$ cat config.mk
export PLATFORM = sky130hd
export DESIGN_NAME = load_mem_ctrl
export DESIGN_NICKNAME = d
export VERILOG_FILES = /design/src/rtl/sys_defs.sv /design/src/rtl/load_data_align.sv /design/src/rtl/load_mem_ctrl.sv
export SDC_FILE = /design/constraint.sdc
export NUM_CORES = 1
export LEC_CHECK = 0
export CAP_MARGIN = 20
export CORE_AREA = 2 2 181 183
export DETAILED_ROUTE_END_ITERATION = 16
export DIE_AREA = 0 0 183 185
export PLACE_DENSITY = 0.89
export SETUP_SLACK_MARGIN = 0.02
export SLEW_MARGIN = 40
export SYNTH_ARGS = -nofsm -noshare
export SYNTH_HDL_FRONTEND = slang
export SYNTH_HIERARCHICAL = 1
export SYNTH_SLANG_ARGS = --single-unit
$ cat constraint.sdc
create_clock -name clock -period 6 [get_ports clock]
set_clock_uncertainty 0.2 [all_clocks]
set_input_delay 1.2 -clock clock [delete_from_list [all_inputs] [get_ports clock]]
set_output_delay 1.2 -clock clock [all_outputs]
set_load 0.02 [all_outputs]
$ cat src/rtl/sys_defs.sv
// Shared types for the load/store path: bus commands, access sizes, FU packets
// and the load-queue entry layout.
package sys_defs;

  localparam int XLEN      = 32;
  localparam int ROB_TAG_W = 5;
  localparam int MEM_TAG_W = 4;

  typedef enum logic [1:0] {
    BUS_NONE  = 2'h0,
    BUS_LOAD  = 2'h1,
    BUS_STORE = 2'h2
  } BUS_COMMAND;

  typedef enum logic [1:0] {
    BYTE   = 2'h0,
    HALF   = 2'h1,
    WORD   = 2'h2,
    DOUBLE = 2'h3
  } MEM_SIZE;

  typedef struct packed {
    logic                 valid;
    logic [XLEN-1:0]      alu_result;
    logic [2:0]           mem_size;
    logic [ROB_TAG_W-1:0] tag;
  } EX_LSQ_PACKET;

  typedef struct packed {
    logic                 done;
    logic [XLEN-1:0]      v;
    logic [ROB_TAG_W-1:0] rob_tag;
  } FU_EX_PACKET;

  typedef enum logic [1:0] {
    LQ_WAIT_ISSUE = 2'h0,
    LQ_WAIT_DATA  = 2'h1,
    LQ_DONE       = 2'h2
  } LQ_STATE;

  typedef struct packed {
    logic                 valid;
    logic [XLEN-1:0]      addr;
    logic [2:0]           mem_size;
    logic [ROB_TAG_W-1:0] rob_tag;
    logic [MEM_TAG_W-1:0] mem_tag;
    logic [XLEN-1:0]      data;
    LQ_STATE              state;
  } LQ_ENTRY;

  // The data port only moves whole doublewords.
  function automatic logic [XLEN-1:0] dword_addr(input logic [XLEN-1:0] addr);
    return {addr[XLEN-1:3], 3'b000};
  endfunction

endpackage

$ cat src/rtl/load_data_align.sv
// Picks the addressed byte/half/word out of a returned doubleword and
// sign- or zero-extends it; shared with the store-forwarding path.
module load_data_align
  import sys_defs::*;
(
  input  logic [63:0]     data,
  input  logic [2:0]      addr,
  input  logic [2:0]      mem_size,
  output logic [XLEN-1:0] result
);

  logic [31:0] word;
  logic [7:0]  byte_sel;
  logic [15:0] half_sel;
  logic        unsigned_ld;

  always_comb begin
    word        = addr[2] ? data[63:32] : data[31:0];
    byte_sel    = word[{addr[1:0], 3'b000} +: 8];
    half_sel    = addr[1] ? word[31:16] : word[15:0];
    unsigned_ld = mem_size[2];
    case (MEM_SIZE'(mem_size[1:0]))
      BYTE:    result = unsigned_ld ? {24'b0, byte_sel} : {{24{byte_sel[7]}}, byte_sel};
      HALF:    result = unsigned_ld ? {16'b0, half_sel} : {{16{half_sel[15]}}, half_sel};
      default: result = word;
    endcase
  end

endmodule

$ cat src/rtl/load_mem_ctrl.sv
// In-order load queue: issues loads to the data port, captures tagged
// responses out of order, and retires completions to the FU in program order.
module load_mem_ctrl
  import sys_defs::*;
#(
  parameter int DEPTH = 4
) (
  input  logic            clock,
  input  logic            reset,
  input  logic            squash,
  input  EX_LSQ_PACKET    ex_lsq_load_packet,
  output logic            lq_ready,
  input  logic            mem_grant,
  output BUS_COMMAND      proc2Dmem_command,
  output logic [XLEN-1:0] proc2Dmem_addr,
  input  logic [3:0]      Dmem2proc_response,
  input  logic [63:0]     Dmem2proc_data,
  input  logic [3:0]      Dmem2proc_tag,
  output FU_EX_PACKET     fu_out_packet,
  input  logic            ack
);

  localparam int PTR_W = $clog2(DEPTH);
  localparam logic [PTR_W:0]   PTR_ONE = (PTR_W+1)'(1);
  localparam logic [PTR_W-1:0] IDX_ONE = PTR_W'(1);

  LQ_ENTRY         entries [DEPTH];
  logic [PTR_W:0]  head, tail;
  logic [PTR_W-1:0] head_idx, tail_idx;
  logic            full, enq, pop;
  FU_EX_PACKET     out_reg, out_next;

  logic             issue_found, issue_go;
  logic [PTR_W-1:0] issue_idx, scan_idx;

  logic [DEPTH-1:0] hit_vec;
  logic             any_hit;
  logic [PTR_W-1:0] hit_idx;
  logic [XLEN-1:0]  hit_data;

  logic [PTR_W-1:0] pres_idx;
  logic             pres_ready;
  logic [XLEN-1:0]  pres_data;

  assign head_idx = head[PTR_W-1:0];
  assign tail_idx = tail[PTR_W-1:0];
  assign full     = (head[PTR_W] != tail[PTR_W]) && (head_idx == tail_idx);
  assign lq_ready = !full;
  assign enq      = ex_lsq_load_packet.valid && !full && !squash;
  assign pop      = out_reg.done && ack;
  assign fu_out_packet = out_reg;

  // Oldest entry still waiting for issue, scanning forward from head.
  always_comb begin
    issue_found = 1'b0;
    issue_idx   = '0;
    scan_idx    = '0;
    for (int i = 0; i < DEPTH; i++) begin
      scan_idx = head_idx + PTR_W'(i);
      if (!issue_found && entries[scan_idx].valid &&
          entries[scan_idx].state == LQ_WAIT_ISSUE) begin
        issue_found = 1'b1;
        issue_idx   = scan_idx;
      end
    end
  end

  assign issue_go = issue_found && mem_grant && !squash && !reset;

  always_comb begin
    proc2Dmem_command = BUS_NONE;
    proc2Dmem_addr    = '0;
    if (issue_go) begin
      proc2Dmem_command = BUS_LOAD;
      proc2Dmem_addr    = dword_addr(entries[issue_idx].addr);
    end
  end

  generate
    for (genvar gi = 0; gi < DEPTH; gi++) begin : g_hit
      assign hit_vec[gi] = entries[gi].valid && entries[gi].state == LQ_WAIT_DATA &&
                           Dmem2proc_tag != '0 && entries[gi].mem_tag == Dmem2proc_tag;
    end
  endgenerate

  always_comb begin
    any_hit = 1'b0;
    hit_idx = '0;
    for (int i = DEPTH - 1; i >= 0; i--) begin
      if (hit_vec[i]) begin
        any_hit = 1'b1;
        hit_idx = PTR_W'(i);
      end
    end
  end

  load_data_align u_align (
    .data     (Dmem2proc_data),
    .addr     (entries[hit_idx].addr[2:0]),
    .mem_size (entries[hit_idx].mem_size),
    .result   (hit_data)
  );

  // The entry that would be presented next; a same-cycle response hit is
  // forwarded so done rises on the edge that captures the data.
  always_comb begin
    pres_idx   = pop ? head_idx + IDX_ONE : head_idx;
    pres_ready = entries[pres_idx].valid &&
                 (entries[pres_idx].state == LQ_DONE || hit_vec[pres_idx]);
    pres_data  = (entries[pres_idx].state == LQ_DONE) ? entries[pres_idx].data : hit_data;
    out_next   = out_reg;
    if (!out_reg.done || pop) begin
      out_next = '0;
      if (pres_ready) begin
        out_next.done    = 1'b1;
        out_next.v       = pres_data;
        out_next.rob_tag = entries[pres_idx].rob_tag;
      end
    end
  end

  always_ff @(posedge clock) begin
    if (reset || squash) begin
      out_reg <= '0;
    end else begin
      out_reg <= out_next;
    end
  end

  always_ff @(posedge clock) begin
    if (reset) begin
      head <= '0;
      tail <= '0;
      for (int i = 0; i < DEPTH; i++) entries[i] <= '0;
    end else if (squash) begin
      head <= '0;
      tail <= '0;
      for (int i = 0; i < DEPTH; i++) entries[i].valid <= 1'b0;
    end else begin
      if (enq) begin
        entries[tail_idx] <= '{valid:    1'b1,
                               addr:     ex_lsq_load_packet.alu_result,
                               mem_size: ex_lsq_load_packet.mem_size,
                               rob_tag:  ex_lsq_load_packet.tag,
                               mem_tag:  '0,
                               data:     '0,
                               state:    LQ_WAIT_ISSUE};
        tail <= tail + PTR_ONE;
      end
      // A zero response means the port rejected us; the entry simply retries.
      if (issue_go && Dmem2proc_response != '0) begin
        entries[issue_idx].mem_tag <= Dmem2proc_response;
        entries[issue_idx].state   <= LQ_WAIT_DATA;
      end
      if (any_hit) begin
        entries[hit_idx].data  <= hit_data;
        entries[hit_idx].state <= LQ_DONE;
      end
      if (pop) begin
        entries[head_idx].valid <= 1'b0;
        head <= head + PTR_ONE;
      end
    end
  end

endmodule

* After elaboration in Yosys (flattened, before gate mapping)
Memory sizes are Yosys's and may differ from the RTL's. A register that Yosys moved wholly into a read port is not among the register bits.
Cells that the tools add are included.
** Operators by class
- Muxes and demuxes :: 67
- Shift-type cells :: 1
- Reductions and logical operators :: 50
- Eq/ne operators :: 12
- Order comparisons :: 1
- $add $sub $neg :: 5
- Bitwise operators :: 4
** Operators by type and width (number)
- two-way mux 79 bit :: 4
- OR reduction 79 bit :: 4
- two-way mux 32 bit :: 5
- case mux 32 bit (2 select lines) :: 1
- two-way mux 38 bit :: 1
- two-way mux 1 bit :: 35
- two-way mux 2 bit :: 17
- indexed part select 32 x 6 -> 8 bit :: 1
- logical AND 1 bit :: 28
- == test 4 bit :: 4
- two-way mux 16 bit :: 1
- == test 2 x 1 -> 1 bit, second input constant :: 5
- zero test 2 bit :: 5
- nonzero test 4 bit :: 2
- zero test 1 bit :: 7
- adder 3 x 1 -> 3 bit, second input constant :: 2
- two-way mux 3 bit :: 2
- adder 2 bit, second input constant :: 2
- bitwise OR 1 bit :: 4
- logical OR 1 bit :: 3
- < comparator 2 x 3 -> 1 bit, second input constant :: 1
- adder 2 x 1 -> 2 bit, second input constant :: 1
- binary-select mux 1 bit (select 2 bit) :: 1
- == test 2 bit :: 1
- other kinds (3) :: 3
** Word-level totals
- Memories kept :: 1
- Flip-flop bits (word level) :: 44
- Output and inout port bits :: 73
- Bits of input ports :: 118
- RAM bits :: 316
- Word-level logic and storage cells :: 146
** Memories
- entries :: depth 4, width 79, read ports 11, clocked after memory_dff 1, write ports 4, RTL line load_mem_ctrl.sv:27 : LQ_ENTRY entries [DEPTH];

* Depth between registers and ports, before layout
- Depth in word-level cells :: 25
- Depth in mapped cells :: 17
- Gate-level depth less buffers :: 12

* By module
The synthesis kept the hierarchy.
** Modules (own cells, without submodules)
- load_mem_ctrl :: area an instance 16807.4 sq um, cells an instance 1470, times used 1, sequential area each 10289.9 sq um
- load_data_align :: area an instance 1159.9 sq um, cells an instance 143, times used 1, sequential area each 0.0 sq um

* Least setup slack after synthesis
Ideal clock, no wire load.
- Path kind :: input -> register
- Start point :: input Dmem2proc_tag[2]
- End point :: memory entries[1][13] (netlist name), data pin
- Cell stages on the path :: 15
- Buffers on the path :: 6
- Library setup time :: 0.255 ns
- Slack :: 1.059 ns
- Required time :: 5.545 ns
- Data arrival time :: 4.486 ns
- Cells stage by stage :: clkbuf_1 > or3_1 > a2111oi_2 > nor3b_1 > clkbuf_1 > clkbuf_1 > a222oi_1 > nand2_1 > buf_6 > buf_4 > buf_2 > mux2_2 > a22oi_1 > o21ai_0 > and3_1
** RTL lines
- start: declaration :: RTL line load_mem_ctrl.sv:18 : input logic [3:0] Dmem2proc_tag,
- end: declaration :: RTL line load_mem_ctrl.sv:27

* Worst setup path in the final report
- Start point :: register head[0]
- End point :: output proc2Dmem_addr[6]
** On the way
- Elaborated cells between the ends (all ways) :: 26
- Those cells by class :: add/sub: 3; mux: 8; reduce/logical: 14; memory: 1
** RTL lines
- start: declaration :: RTL line load_mem_ctrl.sv:28 : logic [PTR_W:0] head, tail;
- start signal: assignment :: RTL line load_mem_ctrl.sv:161 : head <= head + PTR_ONE;
- adder 2 bit * :: RTL line load_mem_ctrl.sv:59 : scan_idx = head_idx + PTR_W'(i);
- net scan_idx[0] :: RTL line load_mem_ctrl.sv:34 : logic [PTR_W-1:0] issue_idx, scan_idx;
- branches (longest 7 deep; another with memory read (4 x 79 bit))
- two-way mux 32 bit * :: RTL line load_mem_ctrl.sv:73 : if (issue_go) begin
- end: declaration :: RTL line load_mem_ctrl.sv:15 : output logic [XLEN-1:0] proc2Dmem_addr,
Mark *: on every way through the listed nets, which the timed path passes.

==> metrics.txt <==
# TYPE chip_impl_metric gauge
chip_impl_info{name="status",value="complete, no violations"} 1
chip_impl_info{name="worstHoldEndpoint",value="fu_out_packet[15]"} 1
chip_impl_metric{name="syn_avg_cell_area",unit="µm²"} 11.1
chip_impl_metric{name="grtUsageTotal",unit="%"} 29.4
chip_impl_metric{name="syn-cell-area",unit="µm²"} 18000
chip_impl_metric{name="worst_slew_margin_rel",unit="%"} 44.0
chip_impl_metric{name="grt_remaining_overflow",unit=""} 0
chip_impl_metric{name="boundaryPins",unit=""} 191
chip_impl_metric{name="placeableCoreArea",unit="µm²"} 32000
chip_impl_metric{name="synth-seq-area-share",unit="%"} 57.3
chip_impl_info{name="tritoncts_clock_tree",value="yes"} 1
chip_impl_info{name="critical_path.startpoint_type",value="register"} 1
chip_impl_metric{name="switchingPower",unit="W"} 0.00128
chip_impl_info{name="setup_repair_after_global_routing_missed_its_margin",value="false"} 1
chip_impl_metric{name="synth.distinct_cells",unit=""} 62
chip_impl_metric{name="yosys_warnings",unit=""} 6
chip_impl_info{name="top_layer",value="met4"} 1
chip_impl_metric{name="final-hold-violation-count",unit=""} 0
chip_impl_metric{name="design_area",unit="µm²"} 21500
chip_impl_metric{name="route.met2.wl",unit="mm"} 24.6
chip_impl_metric{name="setup_bufs_post_cts",unit=""} 0
chip_impl_metric{name="route.detailed.wl_per_inst",unit="µm"} 23.0
chip_impl_metric{name="tritoncts_num_sinks",unit=""} 362
chip_impl_metric{name="global_route_wire_length_before_repair",unit="mm"} 77.6
chip_impl_metric{name="comb_power_share",unit="%"} 8.2
chip_impl_info{name="critical_path.endpoint_type",value="output pin"} 1
chip_impl_metric{name="worst_hold_path.num_cells",unit=""} 2
chip_impl_metric{name="seq_power_share",unit="%"} 51.0
chip_impl_metric{name="final_layout_size_suffix_gt1_share",unit="%"} 11.1
chip_impl_metric{name="setup_viol_count_final",unit=""} 0
chip_impl_metric{name="floorplan.die.width",unit="µm"} 183
chip_impl_info{name="min-delay-path-class",value="register to register"} 1
chip_impl_metric{name="maximum_vdd_drop",unit="V"} 0.000276
chip_impl_metric{name="vias_in_the_first_global_route",unit=""} 14300
chip_impl_info{name="min_from",value="fu_out_packet[15]"} 1
chip_impl_metric{name="routabilityCongestion",unit=""} 0.904
chip_impl_metric{name="critical_path_required",unit="ns"} 4.60
chip_impl_metric{name="detailedRoute.firstIterationViolations",unit=""} 1782
chip_impl_info{name="cts_root_buf",value="sky130_fd_sc_hd__clkbuf_16"} 1
chip_impl_metric{name="syn-instance-count",unit=""} 1613
chip_impl_metric{name="total_of_max_cap_violations",unit=""} 0
chip_impl_metric{name="cts_buffer_depth",unit=""} 3
chip_impl_metric{name="internal_power_summed_over_all_cells",unit="W"} 0.00428
chip_impl_metric{name="power.density_cell_area",unit="nW/µm²"} 258
chip_impl_metric{name="power.switching_fraction",unit="%"} 23.0
chip_impl_metric{name="portBuffers",unit=""} 186
chip_impl_metric{name="maxSlewViolCount",unit=""} 0
chip_impl_metric{name="cts-buffers-inserted",unit=""} 38
chip_impl_metric{name="cp_data_arrival_time",unit="ns"} 4.33
chip_impl_metric{name="finalCoreUtilization",unit="%"} 67.2
chip_impl_metric{name="layout_worst_path_cycle_share",unit="%"} 95.6
chip_impl_info{name="synthFlopType",value="sky130_fd_sc_hd__edfxtp_1"} 1
chip_impl_metric{name="chipHeight",unit="µm"} 185
chip_impl_metric{name="avgViaCountPerCell",unit=""} 6.54
chip_impl_metric{name="routed-wl-met3",unit="mm"} 5.83
chip_impl_metric{name="reg2reg_setup_slack",unit="ns"} 1.55
chip_impl_metric{name="num-fill-cells",unit=""} 2183
chip_impl_metric{name="worst-slew-pin-transition",unit="ns"} 0.835
chip_impl_metric{name="whs",unit="ns"} 0.247
chip_impl_metric{name="placementRows",unit=""} 66
chip_impl_metric{name="count_of_unresolved_drc_violations_after_routing",unit=""} 0
chip_impl_metric{name="nets_final",unit=""} 1875
chip_impl_metric{name="routedLengthMet1",unit="mm"} 17.9
chip_impl_info{name="worst_r2r_endpoint",value="fu_out_packet[16]"} 1
chip_impl_metric{name="ys_seq_elements",unit=""} 362
chip_impl_metric{name="grt_start_max_net_pins",unit=""} 161
chip_impl_metric{name="detailedPlacementHpwl",unit="mm"} 30.0
chip_impl_metric{name="ctsHoldBuffers",unit=""} 0
chip_impl_metric{name="floorplan.die_area",unit="µm²"} 33900
chip_impl_metric{name="fmax",unit="GHz"} 0.174
chip_impl_metric{name="leakagePower",unit="nW"} 8.64
chip_impl_metric{name="floorplan.initialDensity",unit="%"} 56.1
chip_impl_metric{name="fin_crit",unit="ns"} 5.73
chip_impl_metric{name="total_power",unit="W"} 0.00556
chip_impl_info{name="setup_cp_type",value="register to output pin"} 1
chip_impl_metric{name="tns",unit="ns"} 0
chip_impl_metric{name="initial_drt_pass_iterations",unit=""} 5
chip_impl_metric{name="synth_enable_flop_cells",unit=""} 304
chip_impl_metric{name="cts.reportedPaths.clkPinSlew",unit="ns"} 0.06
chip_impl_metric{name="worst-path-max-fanout",unit=""} 66
chip_impl_metric{name="h-tree-depth",unit=""} 2
chip_impl_metric{name="initial_antenna_violation_count",unit=""} 2
chip_impl_metric{name="async_reset_ff_share",unit="%"} 0
chip_impl_metric{name="ant_nets",unit=""} 0
chip_impl_metric{name="worst_skew_pair.late_latency",unit="ns"} 0.53
chip_impl_metric{name="power.clock.fraction",unit="%"} 40.9
chip_impl_metric{name="route.final.wire_length",unit="mm"} 50.3
chip_impl_metric{name="area_growth_syn_to_layout",unit="%"} 19.9
chip_impl_info{name="reg2reg_from",value="entries[2][36]"} 1
chip_impl_metric{name="r2r_cells",unit=""} 11
chip_impl_metric{name="route.vias.total",unit=""} 14300
chip_impl_metric{name="dpl_cell_area",unit="µm²"} 20300
[registers in the layout, summed over array words and instances (netlist names), named ones only]
name,cells
entries,316
fu_out_packet,38
head,3
tail,3
[worst max-delay path, cell delays in order, from the launching register on]
cell                              delay, ns
sky130_fd_sc_hd__dfxtp_4               0.46
sky130_fd_sc_hd__inv_2                 0.17
sky130_fd_sc_hd__ha_4                  0.38
sky130_fd_sc_hd__nor4b_1               0.07
sky130_fd_sc_hd__a211o_1               0.29
sky130_fd_sc_hd__and2_1                0.23
sky130_fd_sc_hd__or4_1                 0.55
sky130_fd_sc_hd__o21ai_4               0.10
sky130_fd_sc_hd__buf_12                0.31
sky130_fd_sc_hd__a221oi_1              0.09
sky130_fd_sc_hd__a311oi_1              0.42
sky130_fd_sc_hd__clkdlybuf4s50_1       0.69
[synthesized netlist by cell type (all sizes together) (3+ instances only)]
cell | n | share of area, %
a221oi | 30 | 1.8
nor2 | 28 | 0.58
a311oi | 61 | 3.0
nor4b | 4 | 0.19
nor3b | 5 | 0.21
edfxtp | 304 | 51
a222oi | 6 | 0.33
mux4 | 18 | 2.3
or3b | 5 | 0.24
o211ai | 4 | 0.17
o21ai | 67 | 1.9
or2 | 6 | 0.21
a22oi | 9 | 0.38
mux2 | 26 | 1.6
nand3 | 9 | 0.25
nor4 | 4 | 0.22
a211o | 3 | 0.15
nor3 | 14 | 0.39
and3 | 320 | 11
xor2 | 5 | 0.24
buf | 41 | 1.4
and2 | 58 | 2.0
nand2b | 7 | 0.24
mux2i | 18 | 1.1
dfxtp | 58 | 6.5
a21oi | 44 | 1.2
clkbuf | 111 | 2.3
nand2 | 268 | 5.6
ha | 8 | 0.56
or3 | 3 | 0.10
inv | 15 | 0.31
a31o | 3 | 0.15
xnor2 | 18 | 0.92
a211oi | 9 | 0.38
nand3b | 3 | 0.13
nor2b | 8 | 0.28
[cells in the final DEF, fill, tap and decap left out, types with 5 or more instances in the layout]
| cell type | netlist | layout |
|---|---|---|
| sky130_fd_sc_hd__a311oi_1 | 61 | 61 |
| sky130_fd_sc_hd__clkbuf_8 | 0 | 5 |
| sky130_fd_sc_hd__clkinv_1 | 0 | 6 |
| sky130_fd_sc_hd__ha_1 | 8 | 7 |
| sky130_fd_sc_hd__clkdlybuf4s50_1 | 0 | 185 |
| sky130_fd_sc_hd__buf_12 | 0 | 6 |
| sky130_fd_sc_hd__inv_1 | 13 | 10 |
| sky130_fd_sc_hd__a221oi_1 | 20 | 20 |
| sky130_fd_sc_hd__edfxtp_1 | 304 | 304 |
| sky130_fd_sc_hd__nor2_1 | 28 | 26 |
| sky130_fd_sc_hd__nand2b_1 | 7 | 7 |
| sky130_fd_sc_hd__nand2_1 | 267 | 265 |
| sky130_fd_sc_hd__a21oi_1 | 44 | 44 |
| sky130_fd_sc_hd__a211oi_1 | 9 | 9 |
| sky130_fd_sc_hd__o21ai_0 | 65 | 65 |
| sky130_fd_sc_hd__xnor2_1 | 17 | 16 |
| sky130_fd_sc_hd__a22oi_1 | 9 | 9 |
| sky130_fd_sc_hd__xor2_1 | 5 | 5 |
| sky130_fd_sc_hd__buf_4 | 8 | 48 |
| sky130_fd_sc_hd__mux2i_1 | 17 | 15 |
| sky130_fd_sc_hd__and2_1 | 58 | 58 |
| sky130_fd_sc_hd__clkbuf_16 | 0 | 39 |
| sky130_fd_sc_hd__mux4_2 | 16 | 16 |
| sky130_fd_sc_hd__nand3_1 | 9 | 9 |
| sky130_fd_sc_hd__a222oi_1 | 6 | 6 |
| sky130_fd_sc_hd__nor3_1 | 14 | 14 |
| sky130_fd_sc_hd__or2_2 | 5 | 5 |
| sky130_fd_sc_hd__nor2b_1 | 8 | 7 |
| sky130_fd_sc_hd__mux2_2 | 26 | 26 |
| sky130_fd_sc_hd__clkinv_2 | 0 | 5 |
| sky130_fd_sc_hd__and3_1 | 320 | 319 |
| sky130_fd_sc_hd__clkbuf_1 | 111 | 12 |
| sky130_fd_sc_hd__a221oi_2 | 10 | 10 |
| sky130_fd_sc_hd__dfxtp_1 | 58 | 57 |
[power by group through the flow]
stage | sequential, W | clock (W) | combinational, W
global placement | 0.00288 | 0 | 0.000426
finish | 0.00283 | 0.00227 | 0.000455
floorplan | 0.00288 | 0 | 0.000237
CTS | 0.00283 | 0.00227 | 0.000443
detailed placement | 0.00288 | 0 | 0.000439
global route | 0.00284 | 0.00237 | 0.000482
[stage by stage]
stage	setup slack, ns	cells
finish	0.265	2188
global route	0.106	2186
CTS	0.0712	2186
detailed placement	0.157	2117
global placement	0.304	2115
floorplan	1.06	1616
[how the worst max path moves through the flow]
stage / startpoint / to / slack, ns / cells past startpoint
floorplan: Dmem2proc_tag[2] / entries[1][13] / 1.06 / 15
global placement: Dmem2proc_tag[1] / entries[1][17] / 0.30 / 12
detailed placement: Dmem2proc_tag[1] / fu_out_packet[16] / 0.16 / 13
CTS: head[0] / proc2Dmem_addr[4] / 0.07 / 11
global route: head[0] / proc2Dmem_addr[15] / 0.11 / 11
finish: head[0] / proc2Dmem_addr[6] / 0.27 / 11
[kinds of logic (layout without fill, tap and decap cells)]
family                     after synthesis  in the layout  share of synthesized area [%]
adders and majority gates                8              8                          0.557
xor gates and xnor gates                23             23                           1.16
AOI/OAI and AO/OA                      244            244                           9.99
buffers and inverters                  167            329                           3.99
muxes                                   62             62                           5.00
other                                    1              6                         0.0209
DFF                                    362            362                           57.3
and+or+nand+nor                        746            746                           22.0
[per-layer routing]
metal	track usage, %	up-vias
met3	6.19	168
li1	-	6296
met2	49.0	1019
met1	37.3	6834
met5	0	-
met4	13.3	0
[layout make-up]
type | count | area, µm² | area share (%)
inverter | 15 | 56.3 | 0.261
clock buffer | 55 | 1080 | 5.00
multi-input combinational | 1087 | 7090 | 32.9
clock inverter | 14 | 106 | 0.494
timing repair buffer | 245 | 2410 | 11.2
tap | 408 | 510 | 2.37
antenna | 2 | 5.00 | 0.0232
sequential | 362 | 10300 | 47.8
[what timing repair did]
action | in CTS | in global routing
gates cloned | 0 | 0
resized for setup | 2 | 3
endpoints found under the setup margin | 29 | 22
(Power assumes the default switching activity.)
